## src/rtl/mux_rr_scheduler.sv

```systemverilog
// Round-robin scheduler that shares the 8:1 MUX / 1:8 DMX datapath between requesting channels.
// Drives the shared addr bus and a one-hot grant, holding each grant for at most BURST_LEN cycles.
module mux_rr_scheduler #(
    parameter int ADDR_W    = 3,
    parameter int BURST_LEN = 4
) (
    input  logic                   clk,
    input  logic                   rst_n,
    input  logic [2**ADDR_W-1:0]   req,
    output logic [2**ADDR_W-1:0]   grant,
    output logic [ADDR_W-1:0]      addr,
    output logic                   addrValid,
    output logic                   busy
);

    localparam int N_CH  = 2**ADDR_W;
    localparam int CNT_W = $clog2(BURST_LEN + 1);

    typedef enum logic [1:0] {IDLE, GRANT, RELEASE} stateT;

    stateT              state, stateNext;
    logic [ADDR_W-1:0]  rrPtr, rrPtrNext;
    logic [CNT_W-1:0]   burstCnt, burstCntNext;
    logic [N_CH-1:0]    grantNext;
    logic [ADDR_W-1:0]  addrNext;
    logic               addrValidNext;
    logic               busyNext;

    logic [ADDR_W-1:0]  winner;
    logic [ADDR_W-1:0]  idx;
    logic               found;
    logic [N_CH-1:0]    winnerOneHot;

    // Scan channels starting at rrPtr and wrapping; the first requester wins.
    always_comb begin
        winner       = '0;
        idx          = '0;
        found        = 1'b0;
        winnerOneHot = '0;
        for (int k = 0; k < N_CH; k++) begin
            idx = rrPtr + ADDR_W'(k);
            if (!found && req[idx]) begin
                winner = idx;
                found  = 1'b1;
            end
        end
        winnerOneHot[winner] = 1'b1;
    end

    always_comb begin
        stateNext     = state;
        rrPtrNext     = rrPtr;
        burstCntNext  = burstCnt;
        grantNext     = grant;
        addrNext      = addr;
        addrValidNext = addrValid;
        unique case (state)
            IDLE, RELEASE: begin
                // addr keeps its last value when nobody is granted so the MUX output stays stable
                if (found) begin
                    stateNext     = GRANT;
                    addrNext      = winner;
                    grantNext     = winnerOneHot;
                    addrValidNext = 1'b1;
                    burstCntNext  = CNT_W'(1);
                end else begin
                    stateNext     = IDLE;
                    grantNext     = '0;
                    addrValidNext = 1'b0;
                end
            end
            GRANT: begin
                if (req[addr] && (burstCnt < CNT_W'(BURST_LEN))) begin
                    burstCntNext = burstCnt + CNT_W'(1);
                end else begin
                    stateNext     = RELEASE;
                    rrPtrNext     = addr + ADDR_W'(1);
                    grantNext     = '0;
                    addrValidNext = 1'b0;
                end
            end
            default: begin
                stateNext     = IDLE;
                grantNext     = '0;
                addrValidNext = 1'b0;
            end
        endcase
        busyNext = (stateNext != IDLE);
    end

    always_ff @(posedge clk or negedge rst_n) begin
        if (!rst_n) begin
            state     <= IDLE;
            rrPtr     <= '0;
            burstCnt  <= '0;
            grant     <= '0;
            addr      <= '0;
            addrValid <= 1'b0;
            busy      <= 1'b0;
        end else begin
            state     <= stateNext;
            rrPtr     <= rrPtrNext;
            burstCnt  <= burstCntNext;
            grant     <= grantNext;
            addr      <= addrNext;
            addrValid <= addrValidNext;
            busy      <= busyNext;
        end
    end

endmodule

```

## config.mk

```make
export PLATFORM = sky130hd
export DESIGN_NAME = mux_rr_scheduler
export DESIGN_NICKNAME = d
export VERILOG_FILES = /design/src/rtl/mux_rr_scheduler.sv
export SDC_FILE = /design/constraint.sdc
export NUM_CORES = 1
export LEC_CHECK = 0
export ABC_AREA = 1
export CORE_UTILIZATION = 45
export CTS_BUF_LIST = sky130_fd_sc_hd__clkbuf_4 sky130_fd_sc_hd__clkbuf_8
export DETAILED_ROUTE_END_ITERATION = 10
export PLACE_DENSITY = 0.76
export SYNTH_ARGS = -nofsm -noshare
export SYNTH_HDL_FRONTEND = slang
export SYNTH_SLANG_ARGS = --single-unit
```

## constraint.sdc

```tcl
create_clock -name clk -period 2.2 [get_ports clk]
set_clock_uncertainty 0.05 [all_clocks]
set_input_delay 0.55 -clock clk [delete_from_list [all_inputs] [get_ports clk]]
set_output_delay 0.55 -clock clk [all_outputs]
set_load 0.05 [all_outputs]
```

==> results.py <==
metrics = {
    "synthesis": {
        "yosysSeqAreaShare": 0.293,
        "async_flop_share": 1.00,
        "syn_area_um2": 1790,
        "synth_nets": 258,
        "ys_types": 35,
        "syn_area_per_cell_um2": 7.34,
        "yosysTopAreaCell": "dfrtp_1",
        "synth.top_cell.area_share": 0.293,
        "synth_most_common_cell": "nand2_1",
        "ys_ff_latch": 21,
        "synth-edff-count": 0,
        "synth_ff_type": "dfrtp_1",
        "synth_common_cells": "82 x nand2_1, 25 x nand3_1, 25 x nor2_1",
        "yosysWarnings": 0,
        "synth.top_cells.by_area": "dfrtp_1 29%, nand2_1 17%, nand3_1 7.0%, nor2_1 5.2%, nand3_2 4.5%",
        "syn-instance-count": 244,
    },
    "clocking": {
        "cts-root-buf": "clkbuf_8",
        "clk_latency_ns": 0.26,
        "clock_sinks": 21,
        "cts_tree": "done",
        "clockBufferDepth": 2,
        "cts_buffers": 3,
        "clk_pin_slew_ns": 0.07,
        "cts_hold_buf": 0,
        "htree_levels": 1,
    },
    "grt": {
        "grt_antenna_before_repair": 0,
        "grt_pass1_vias": 1748,
        "gr-total-overflow": 0,
        "grt_max_degree": 13,
        "grt_usage": 0.232,
        "grt_pass1_wl_mm": 7.64,
    },
    "sta": {
        "min_period_over_period": 1.04,
        "period_needed_ns": 2.28,
        "fmax_mhz": 438,
        "hold_viol": 0,
        "tns_ns": -0.688,
        "slew_headroom": 0.662,
        "fin_ws_ns": -0.0827,
        "tightest_slew_ns": 0.505,
        "finalSetupViolCount": 11,
        "rsz0062_at_grt": "yes",
        "maxSlewViolCount": 0,
    },
    "critical_path": {
        "critPathRequiredTime_ns": 2.30,
        "critical_path_class": "reg2reg",
        "worstPathMaxFanout": 6,
        "arrival_ns": 2.38,
        "reg2regPathDepth": 14,
        "start_kind": "flip-flop",
        "endpoint_kind": "flip-flop",
    },
    "floorplan": {
        "die_h_um": 65.1,
        "dieArea_um2": 4240,
        "num_rows": 22,
        "initial_core_util": 0.479,
        "die_w_um": 65.1,
        "io_pins": 23,
        "core_area_um2": 3740,
    },
    "outcome": {
        "status": "complete, but fails checks",
        "violations": "setup timing",
    },
    "min_path": {
        "holdPathStages": 2,
        "worstHoldPathType": "reg2reg",
    },
    "cells_and_area": {
        "final_nets": 320,
        "final_util": 0.694,
        "n_antenna_cell": 0,
        "drive_above_1_share": 0.380,
        "final_area_um2": 2600,
        "ff_latch_area_um2": 527,
        "stdcell_count": 353,
        "fill_cells": 317,
        "area_growth_pct": 45.0,
        "multiInputGateArea_um2": 1340,
    },
    "drt": {
        "via_per_inst": 5.20,
        "drtIter0Drc": 90,
        "vias": 1836,
        "route.detailed.wl_per_inst_um": 13.8,
        "drc_errors": 0,
        "antenna_left": 0,
        "drt_wl_total_mm": 4.87,
        "dr.pass1.iters": 8,
    },
    "placement": {
        "placed_cells": 342,
        "postPlaceCellArea_um2": 2310,
        "gp_congestion": 0.870,
        "numPortBuffers": 22,
        "dp_hpwl_mm": 3.51,
    },
    "run": {
        "maxCapViolCount": 0,
    },
}
[metrics by stage]
stage	hold WS, ns	worst slack, ns
after detailed placement	0.420	-0.429
final	0.435	-0.0827
after global placement	0.416	-0.369
after global routing	0.457	-0.236
after floorplan	0.204	0.00208
after CTS	0.442	-0.0261
[critical path, stage by stage, from the launching register on]
cell and delay [ns]:
dfrtp_1 0.41, inv_2 0.08, ha_4 0.36, nand3_4 0.10, buf_4 0.16, a31oi_4 0.23
inv_2 0.09, nor2_8 0.17, nand3_4 0.11, nand2_4 0.10, nand2_4 0.07, nand2_4 0.08
nor2_4 0.04, nand2_1 0.06, nand2_1 0.06
[placed cells by master (no fill, tap or decap), drive strengths merged, types with 7 or more instances in the layout]
| master | instances |
|---|---|
| clkdlybuf4s50 | 12 |
| nand4 | 7 |
| o21ai | 14 |
| dlygate4sd2 | 8 |
| nand3 | 34 |
| nand2 | 91 |
| dfrtp | 21 |
| nor2 | 30 |
| buf | 41 |
| inv | 24 |
[routing by layer]
layer | vias to the layer above | GRT usage | wire length [µm]
li1 | 910 | - | -
met1 | 863 | 0.299 | 2050
met2 | 51 | 0.400 | 2500
met3 | 12 | 0.0156 | 193
met4 | 0 | 0.0978 | 130
met5 | - | 0 | 0
[final timing paths]
check / startpoint / endpoint / slack [ns]
max: rrPtr[0] / grant[4] / -0.08
min: grant[0] / grant[0] / 0.43
max reg2reg: rrPtr[0] / grant[4] / -0.08
min reg2reg: grant[0] / grant[0] / 0.43
max in group asynchronous: rst_n / busy / 1.04
min in group asynchronous: rst_n / rrPtr[2] / 0.55
[registers in the layout, summed over array words and instances, names as in the netlist]
| register | flops |
|---|---|
| addrValid | 1 |
| grant | 8 |
| busy | 1 |
| addr | 3 |
| burstCnt | 3 |
| rrPtr | 3 |
| state | 2 |
[repair_timing]
action / in CTS / in global routing
endpoints found under the setup margin: 16 / 15
pin swaps: 21 / 13
setup buffers: 5 / 2
resized for setup: 29 / 23
[area by class of cell]
cell class,instances,area share
inverter,25,0.0405
tap,48,0.0231
sequential,21,0.203
clock buffer,4,0.0188
multi-input combinational,194,0.515
timing repair buffer,61,0.199
[logic make-up after synthesis]
group,after synthesis,synth area share
compound gates,22,0.0887
xor+xnor,5,0.0496
fa+ha+maj,4,0.0279
buf+inv,29,0.0824
flops,21,0.293
simple gates,163,0.458
Power is left out: the tool's default activity adds up to more than one toggle a clock period on the data nets, which glitch-free logic cannot reach.
